**src/rtl/clk_step_monitor.sv**
```systemverilog
// Observes the CPU step strobe and hold level on the raw board clock. Reports the step count,
// the step period, accumulated hold time, an activity state, and a switch-selected LED word.
module clk_step_monitor #(
  parameter int CNT_W   = 32,
  parameter int HOLD_W  = 16,
  parameter int TIMEOUT = 1000000
) (
  input  logic              raw_clk,
  input  logic              rst,
  input  logic              step,
  input  logic              hold,
  input  logic              clear,
  input  logic [1:0]        disp_sel,
  output logic [CNT_W-1:0]  step_cnt,
  output logic [CNT_W-1:0]  period,
  output logic [HOLD_W-1:0] hold_cnt,
  output logic [1:0]        state,
  output logic              period_vld,
  output logic [15:0]       led
);

  typedef enum logic [1:0] {
    IDLE  = 2'd0,
    RUN   = 2'd1,
    HELD  = 2'd2,
    STALL = 2'd3
  } state_t;

  localparam logic [CNT_W-1:0] GAP_LIM = CNT_W'(TIMEOUT - 1);

  state_t             state_q;
  state_t             state_d;
  logic [CNT_W-1:0]   gap;
  logic               step_seen;
  logic               leave_held;
  logic [15:0]        led_d;

  function automatic logic [CNT_W-1:0] sat_inc_cnt(input logic [CNT_W-1:0] v);
    return (&v) ? v : v + CNT_W'(1);
  endfunction

  function automatic logic [HOLD_W-1:0] sat_inc_hold(input logic [HOLD_W-1:0] v);
    return (&v) ? v : v + HOLD_W'(1);
  endfunction

  assign leave_held = (state_q == HELD) && !hold;
  assign state      = state_q;

  always_comb begin
    state_d = state_q;
    if (clear) begin
      state_d = IDLE;
    end else if (hold) begin
      state_d = HELD;
    end else if (step) begin
      state_d = RUN;
    end else begin
      case (state_q)
        RUN:     if (gap >= GAP_LIM) state_d = STALL;
        HELD:    state_d = step_seen ? RUN : IDLE;
        default: state_d = state_q;
      endcase
    end
  end

  always_comb begin
    led_d = '0;
    case (disp_sel)
      2'd0:    led_d = 16'(step_cnt);
      2'd1:    led_d = 16'(period);
      2'd2:    led_d = 16'(hold_cnt);
      default: led_d = {state_q, period_vld, hold, 4'h0, step_cnt[7:0]};
    endcase
  end

  always_ff @(posedge raw_clk or negedge rst) begin
    if (!rst) begin
      state_q <= IDLE;
    end else begin
      state_q <= state_d;
    end
  end

  always_ff @(posedge raw_clk or negedge rst) begin
    if (!rst) begin
      step_cnt   <= '0;
      period     <= '0;
      hold_cnt   <= '0;
      gap        <= '0;
      period_vld <= 1'b0;
      step_seen  <= 1'b0;
      led        <= '0;
    end else begin
      // led samples last cycle's sources, so a clear shows up on it one cycle later
      led <= led_d;
      if (clear) begin
        step_cnt   <= '0;
        period     <= '0;
        hold_cnt   <= '0;
        gap        <= '0;
        period_vld <= 1'b0;
        step_seen  <= 1'b0;
      end else begin
        if (step) begin
          step_cnt  <= step_cnt + CNT_W'(1);
          step_seen <= 1'b1;
          if (step_seen) begin
            period     <= sat_inc_cnt(gap);
            period_vld <= 1'b1;
          end
        end
        if (hold) begin
          hold_cnt <= sat_inc_hold(hold_cnt);
        end
        // held time is frozen out of the gap so a long hold never looks like a stall
        if (step || leave_held) begin
          gap <= '0;
        end else if (!hold) begin
          gap <= sat_inc_cnt(gap);
        end
      end
    end
  end

endmodule

```
**config.mk**
```make
export PLATFORM = sky130hd
export DESIGN_NAME = clk_step_monitor
export DESIGN_NICKNAME = d
export VERILOG_FILES = /design/src/rtl/clk_step_monitor.sv
export SDC_FILE = /design/constraint.sdc
export NUM_CORES = 1
export LEC_CHECK = 0
export ABC_AREA = 1
export CAP_MARGIN = 30
export CORE_ASPECT_RATIO = 1.5
export CORE_UTILIZATION = 40
export DETAILED_ROUTE_END_ITERATION = 8
export PLACE_DENSITY_LB_ADDON = 0.15
export SYNTH_ARGS = -nofsm -noshare
export SYNTH_HDL_FRONTEND = slang
export SYNTH_SLANG_ARGS = --single-unit
```
**constraint.sdc**
```tcl
create_clock -name raw_clk -period 2.4 [get_ports raw_clk]
set_clock_uncertainty 0.15 [all_clocks]
set_input_delay 0.24 -clock raw_clk [delete_from_list [all_inputs] [get_ports raw_clk]]
set_output_delay 0.24 -clock raw_clk [all_outputs]
set_load 0.01 [all_outputs]
```
==> flow_summary.yaml, run 1 <==
route:
  ant_nets: 0
  wl_per_cell_um: 16.3
  wl_um: 24500
  firstDrtPassIters: 5
  first_iter_violations: 457
  drc: 0
  dr_total_vias: 7646
  avgViaCountPerCell: 5.10
timing:
  slew_headroom: 0.456
  fin_crit_ps: 1990
  drv_slew: 0
  setup-tns-final_ps: 0
  rsz0062_at_grt: "no"
  finalHoldViolCount: 0
  min_period_over_period: 0.831
  hold_ws_ps: 178
  tightest_slew_ps: 813
  setup_viol: 0
  fmax_ghz: 0.502
setup_path:
  r2r-end: "gap[5]"
  arrival_ps: 2190
  cp_slowest_cell: "nor2_1"
  path_class: "reg -> reg"
  worst_setup_path_start_kind: "register"
  worst-path-max-fanout: 10
  worstPathRequired_ps: 2590
  r2r.worst_path.cells: 6
  max_stage_delay_ps: 570
  cp-end-kind: "register"
  reg2reg_slack_ps: 410
  cp_cell_sequence: "inv_1, nand2_1, o21ai_0, nor2_1, inv_1, o21ai_0"
  path_buf_inv: 2
  timing.rr.start: "state[0]"
  crit_family: "simple AND/OR/NAND/NOR gates"
die:
  die_w_um: 115
  initial_core_util: 0.411
  rows: 61
  die_h_um: 171
  io_pins: 106
  dieArea_um2: 19700
  coreArea_um2: 18600
clock_network:
  htreeDepth: 4
  clock_sinks: 132
  root_buffer: "clkbuf_16"
  tritoncts: "yes"
  cts_buffers: 17
  clockBufferDepth: 2
  clkLatencyLatePin_ps: 420
  clk_pin_slew_ps: 60
grt:
  grt_pass1_vias: 7403
  grt_max_degree: 70
  antenna_found_initial: 0
  grt_use_total: 0.262
  grt_pass1_wl_um: 38800
  overflow: 0
logic_synthesis:
  synthesis.nets: 1119
  synth_area_per_cell_um2: 6.89
  syn-cell-area_um2: 7640
  synth_top_flop_cell: "dfrtp_1"
  syn_inst: 1109
  synth.distinct_cells: 36
  synth.yosys.warnings: 0
  async_reset_ff_frac: 1.00
  ys_ff_latch: 132
  synth_edf_count: 0
  yosysSeqAreaShare: 0.432
cells_and_area:
  layout-drive-gt1-share: 0.0737
  final_common_cell: "nand2_1"
  diodes: 0
  final_cell_mix: "nand2_1 (390), nor2_1 (159), dfrtp_1 (132)"
  num-fill-cells: 1938
  multi_input_area_um2: 3800
  fin_util: 0.524
  ff_latch_area_um2: 3300
  syn2layout_area_growth_pct: 27.7
  nets: 1245
min_path:
  hp-class: "in -> async"
job:
  maxCapViolations: 0
outcome:
  outcome: "finished clean"
pwr:
  p_per_area_nw_per_um2: 544
  p_leak_nw: 4.38
  peakVddDrop_uv: 328
placement:
  io_buffers: 105
  place_congestion: 0.936
  place_hpwl_um: 18600
cells in the mapped netlist, types with 8 or more instances:
library cell | n | area share
nor3_1 | 14 | 0.0092
o211ai_1 | 9 | 0.0088
buf_2 | 8 | 0.0052
nand2_1 | 390 | 0.19
xor2_1 | 15 | 0.017
inv_1 | 102 | 0.050
nand4_1 | 29 | 0.024
nor2_1 | 160 | 0.079
clkbuf_1 | 15 | 0.0074
a21oi_1 | 24 | 0.016
dfrtp_1 | 132 | 0.43
o21ai_0 | 52 | 0.034
nand3_1 | 105 | 0.069
where the power goes:
part	switching, W	total, W	internal [W]
Combinational	0.000237	0.000350	0.000113
Sequential	0.0000292	0.00228	0.00225
Clock	0.00102	0.00268	0.00166
Total	0.00129	0.00531	0.00402
kinds of logic (layout without fill, tap and decap cells):
| group | after synthesis | after routing | synth area share |
|---|---|---|---|
| simple gates | 715 | 715 | 0.389 |
| buf+inv | 135 | 274 | 0.0712 |
| fa+ha+maj | 3 | 3 | 0.00491 |
| flops | 132 | 132 | 0.432 |
| compound gates | 105 | 105 | 0.0809 |
| xor+xnor | 19 | 19 | 0.0218 |
layer usage:
layer / wire (um) / GRT usage / vias to the layer above
li1: - / - / 3811
met1: 9870 / 0.299 / 3565
met2: 12700 / 0.470 / 222
met3: 919 / 0.0363 / 48
met4: 1020 / 0.134 / 0
met5: 0 / 0 / -
sequential cells by signal, summed over array words and instances (netlist names):
signal      flops
step_cnt       32
hold_cnt       16
led            16
period_vld      1
state           2
period         32
step_seen       1
gap            32
cell type report:
type | instances | share of cell area
clock buffer | 19 | 0.0454
clock inverter | 13 | 0.0163
timing repair buffer | 137 | 0.138
inverter | 105 | 0.0404
sequential | 132 | 0.338
multi-input combinational | 842 | 0.389
tap | 252 | 0.0323
worst max-delay path by stage:
stage	cells after the start	startpoint	to
final	6	state[0]	gap[5]
after global placement	11	step	step_cnt[14]
after detailed placement	7	clear	gap[5]
after floorplan	9	hold_cnt[0]	hold_cnt[7]
after CTS	6	state[0]	gap[3]
after global routing	6	state[0]	gap[4]
per-stage QoR:
step                setup WS, ps  instances  power, W  cell area (um^2)
finish                       406       1500   0.00531              9760
global route                 208       1500   0.00547              9760
CTS                          373       1500   0.00536              9760
detailed placement          48.0       1467   0.00267              9150
global placement            93.8       1467   0.00267              9150
floorplan                    491       1109   0.00247              7640
what timing repair did:
action,in CTS,in global routing
hold buffers,1,0
endpoints found under the hold margin,48,0
setup buffers,0,0
gates resized for setup,0,0
worst reg2reg max path, stage by stage (launching register included):
cell	delay [ps]
dfrtp_1	390
inv_1	120
nand2_1	120
o21ai_0	90
nor2_1	570
inv_1	270
o21ai_0	220
No activity file was read; power rests on OpenSTA's default activity.
==> run 2: changes to the inputs <==
==> constraint.sdc (replaced) <==
create_clock -name raw_clk -period 1.9 [get_ports raw_clk]
set_clock_uncertainty 0.15 [all_clocks]
set_input_delay 0.19 -clock raw_clk [delete_from_list [all_inputs] [get_ports raw_clk]]
set_output_delay 0.19 -clock raw_clk [all_outputs]
set_load 0.01 [all_outputs]
==> run 2 against run 1 <==
Against the previous run: utilization increased by 5.0 points; wire length rose by 4.7%; die area unchanged; sequential cell count did not move; count of clock-buffer cells in the layout rose by 1; worst setup slack got worse by 380 ps; combinational power increased by 51%; hold slack worse by 61 ps; cell area rose by 9.6%; largest cell class unchanged.
==> flow_summary.yaml, run 2 (synthesis results as in run 1) <==
timing:
  fin_ws_ps: 25.4
  finalHoldViolCount: 0
  min_period_over_period: 0.987
  slew_headroom: 0.474
  setup_viol: 0
  rsz0062_at_grt: "yes"
  fmax_ghz: 0.533
  drv_slew: 0
  hold_ws_ps: 116
  tightest_slew_ps: 786
  fin_crit_ps: 1870
pwr:
  seqPwrFrac: 0.419
  power_w: 0.00684
  p_sw_frac: 0.243
  peakVddDrop_uv: 494
  p_int_w: 0.00518
  p_per_area_nw_per_um2: 640
  p_leak_nw: 4.97
  pwr-share-comb: 0.078
  p_sw_w: 0.00167
  p_clk_frac: 0.503
cells_and_area:
  nets: 1346
  largestRegisters: "gap (32), period (32), step_cnt (32)"
  diodes: 0
  final_cell_mix: "nand2_1 (387), nor2_1 (144), dfrtp_1 (129)"
  multi_input_area_um2: 3920
  postLayoutCellArea_um2: 10700
  final_common_cell: "nand2_1"
  layout-drive-gt1-share: 0.162
  ff_latch_area_um2: 3310
  syn2layout_area_growth_pct: 39.9
  fin_util: 0.574
  num-fill-cells: 1858
setup_path:
  worst-path-max-fanout: 6
  arrival_ps: 2070
  path_class: "reg -> reg"
  cp-end-kind: "register"
  worst_setup_path_start_kind: "register"
  worstPathRequired_ps: 2100
clock_network:
  clkLatencyLatePin_ps: 430
  clockBufferDepth: 2
  tritoncts: "yes"
  clk_pin_slew_ps: 60
  clock_sinks: 132
  cts_buffers: 17
  root_buffer: "clkbuf_16"
  htreeDepth: 4
grt:
  antenna_found_initial: 0
  grt_pass1_vias: 7816
  grt_use_total: 0.272
  grt_pass1_wl_um: 40400
  grt_max_degree: 47
  overflow: 0
outcome:
  outcome: "finished clean"
placement:
  place_area_um2: 9820
  place_congestion: 0.948
  io_buffers: 105
  place_worst_setup_slack_ps: -301
  place_hpwl_um: 19700
route:
  avgViaCountPerCell: 5.08
  first_iter_violations: 407
  drc: 0
  wl_per_cell_um: 16.0
  ant_nets: 0
  dr_total_vias: 8129
  wl_um: 25700
  firstDrtPassIters: 5
die:
  dieArea_um2: 19700
  coreArea_um2: 18600
  die_h_um: 171
  initial_core_util: 0.411
  rows: 61
  io_pins: 106
  die_w_um: 115
job:
  maxCapViolations: 0
min_path:
  hp-class: "in -> async"
-- run 2: final timing paths --
kind | start | endpoint | slack [ps] | cells after the start
setup / recovery | gap[0] | period[5] | 30 | 10
hold / removal | rst | hold_cnt[4] | 120 | 2
setup reg to reg | gap[0] | period[5] | 30 | 10
hold reg to reg | period[25] | period[25] | 330 | 2
max in group asynchronous | rst | gap[14] | 910 | 3
min in group raw_clk | period[25] | period[25] | 330 | 2
-- run 2: power groups by stage --
| stage | Sequential (W) | Clock [W] | Combinational (W) |
|---|---|---|---|
| floorplan | 0.00294 | 0 | 0.000185 |
| global placement | 0.00292 | 0 | 0.000524 |
| detailed placement | 0.00292 | 0 | 0.000526 |
| CTS | 0.00287 | 0.00351 | 0.000532 |
| global route | 0.00287 | 0.00361 | 0.000583 |
| finish | 0.00287 | 0.00344 | 0.000530 |
-- run 2: per-layer routing --
layer  vias up  global-route usage  share of wire
met5         -                   0              0
met4         0               0.106          0.034
met3        56              0.0377          0.033
met2       199               0.515           0.54
met1      3859               0.303           0.40
li1       4015                   -              -
-- run 2: cell type report --
class,count,share of cell area
sequential,132,0.309
clock inverter,12,0.0144
timing repair buffer,236,0.200
multi-input combinational,844,0.367
clock buffer,20,0.0427
inverter,105,0.0369
tap,252,0.0295
-- run 2: through the flow --
step,cells,setup TNS [ps]
floorplan,1109,0
global route,1601,-418
global placement,1555,-10740
CTS,1590,0
finish,1601,0
detailed placement,1555,-12420
-- run 2: critical path, stage by stage, from the launching register on --
cell	delay (ps)
dfrtp_1	400
ha_4	190
nand2_4	70
nor2_4	130
nand2_4	110
nor2_4	210
buf_12	130
nand2_8	60
o21ai_0	80
nand2_1	120
o21ai_0	150
-- run 2: repair_timing --
| item | CTS | global route |
|---|---|---|
| cloned | 0 | 2 |
| pin swaps | 1 | 3 |
| buffers inserted | 2 | 9 |
| endpoints found under the setup margin | 17 | 48 |
| gates resized for setup | 7 | 34 |
| hold buffers | 1 | 0 |
| endpoints found under the hold margin | 132 | 0 |
==> run 3: changes to the inputs <==
==> constraint.sdc (replaced) <==
create_clock -name raw_clk -period 1.7 [get_ports raw_clk]
set_clock_uncertainty 0.15 [all_clocks]
set_input_delay 0.17 -clock raw_clk [delete_from_list [all_inputs] [get_ports raw_clk]]
set_output_delay 0.17 -clock raw_clk [all_outputs]
set_load 0.01 [all_outputs]
==> run 3 against run 2 <==
Against the previous run: the flow now finishes with violations (negative setup slack); power grew 16%; wire length grew 12%; combinational power rose by 28%; critical path depth rose by 1; clock power increased by 17%; highest routed layer unchanged; global-route usage increased by 2.1 points; final cell count is 7.0% higher; worst setup slack lost 210 ps.
==> flow_summary.yaml, run 3 (synthesis results as in run 1) <==
outcome:
  outcome: "finished, violations left"
  violations: "negative setup slack"
pwr:
  p_clk_frac: 0.508
  peakVddDrop_uv: 607
  p_int_w: 0.00591
  p_per_area_nw_per_um2: 628
  p_sw_w: 0.00200
  seqPwrFrac: 0.406
  pwr-share-comb: 0.086
  p_leak_nw: 6.06
  power_w: 0.00791
  p_sw_frac: 0.253
setup_path:
  cp_cell_sequence: "buf_4, buf_6, nand2_2, nor2_4, buf_4, nand2_2, nor2_2, nand2_2, a21oi_4, nand3_1, nand2_1"
  crit_family: "simple AND/OR/NAND/NOR gates"
  crit_path_frequent_cell: "nand2_2"
  cp-end-kind: "register"
  max_stage_delay_ps: 390
  path_buf_inv: 3
  worstPathRequired_ps: 1930
  path_class: "reg -> reg"
  cp_slowest_cell: "dfrtp_1"
  arrival_ps: 2110
  r2r-end: "gap[17]"
  reg2reg_slack_ps: -180
  timing.rr.start: "gap[1]"
  worst-path-max-fanout: 3
  r2r.worst_path.cells: 11
  worst_setup_path_start_kind: "register"
grt:
  grt_max_degree: 54
  grt_pass1_wl_um: 43600
  antenna_found_initial: 0
  overflow: 0
  grt_pass1_vias: 8641
  grt_use_total: 0.293
cells_and_area:
  layout-drive-gt1-share: 0.348
  syn2layout_area_growth_pct: 64.6
  largestRegisters: "gap (32), period (32), step_cnt (32)"
  final_cell_mix: "nand2_1 (331), buf_4 (216), nor2_1 (110), dfrtp_1 (110), inv_1 (98)"
  fin_util: 0.676
  nets: 1458
  final_common_cell: "nand2_1"
  diodes: 0
timing:
  setup_viol: 64
  hold_ws_ps: 9.56
  slew_headroom: 0.645
  fmax_ghz: 0.532
  fin_ws_ps: -181
  drv_slew: 0
  min_period_over_period: 1.11
  setup-tns-final_ps: -5820
  finalHoldViolCount: 0
  fin_crit_ps: 1880
  tightest_slew_ps: 530
  rsz0062_at_grt: "yes"
placement:
  place_hpwl_um: 20400
  place_worst_setup_slack_ps: -827
  io_buffers: 105
  place_congestion: 0.923
clock_network:
  root_buffer: "clkbuf_16"
  cts_buffers: 17
  clock_sinks: 132
  htreeDepth: 4
  clk_pin_slew_ps: 60
  clockBufferDepth: 2
  tritoncts: "yes"
  clkLatencyLatePin_ps: 450
route:
  wl_um: 28800
  firstDrtPassIters: 5
  first_iter_violations: 594
  wl_per_cell_um: 16.8
  avgViaCountPerCell: 5.17
  dr_total_vias: 8859
  ant_nets: 0
  drc: 0
min_path:
  hp-class: "in -> async"
die:
  initial_core_util: 0.411
  die_h_um: 171
  rows: 61
  io_pins: 106
  die_w_um: 115
  coreArea_um2: 18600
  dieArea_um2: 19700
job:
  maxCapViolations: 0
-- run 3: cell types whose count changed in the layout (fill, tap and decap cells not counted), moves of 34 or more --
cell and delta:
clkdlybuf4s50_1 -62, nor2_1 -34, nand2_2 +39, nand3_1 -38
buf_4 +96, dlygate4sd2_1 +51, nand2_1 -56
-- run 3: repair_timing --
| item | 4_1_cts | 5_1_grt |
|---|---|---|
| buffers inserted | 35 | 16 |
| gates cloned | 2 | 1 |
| pin swaps | 46 | 56 |
| hold endpoints to repair | 132 | 0 |
| hold buffers | 1 | 0 |
| setup endpoints to repair | 148 | 101 |
| resized for setup | 209 | 159 |
-- run 3: area by class of cell --
class	instances	area [um^2]
clock inverter	14	201
timing repair buffer	347	3020
fill	1605	6040
clock buffer	18	429
inverter	105	397
tap	252	315
sequential	132	3330
multi-input combinational	845	4880
-- run 3: metal layers --
metal  global-route usage  share of wire  vias up
met4                0.180          0.060        0
met2                0.532           0.52      295
li1                     -              -     4251
met5                    0              0        -
met3               0.0374          0.041      113
met1                0.320           0.38     4200
-- run 3: how the worst max path moves through the flow --
stage                      from     endpoint  slack, ps  depth (start not counted)
finish                   gap[1]      gap[17]       -180                         11
global placement          clear     state[1]       -770                         11
CTS                      gap[0]      gap[16]        -90                         11
floorplan           hold_cnt[0]  hold_cnt[7]        -10                          9
detailed placement        clear     state[1]       -830                         11
global route             gap[1]      gap[17]       -260                         11
-- run 3: stage by stage --
| step | std cells | area [um^2] |
|---|---|---|
| global placement | 1629 | 10400 |
| detailed placement | 1629 | 10400 |
| global route | 1713 | 12600 |
| floorplan | 1109 | 7700 |
| CTS | 1698 | 11900 |
| finish | 1713 | 12600 |
-- run 3: power by group through the flow --
stage / clock, W / sequential, W / combinational (W)
3_5_place_dp: 0 / 0.00327 / 0.000630
2_1_floorplan: 0 / 0.00329 / 0.000212
3_3_place_gp: 0 / 0.00327 / 0.000626
5_1_grt: 0.00418 / 0.00321 / 0.000732
4_1_cts: 0.00403 / 0.00321 / 0.000644
6_report: 0.00402 / 0.00321 / 0.000676
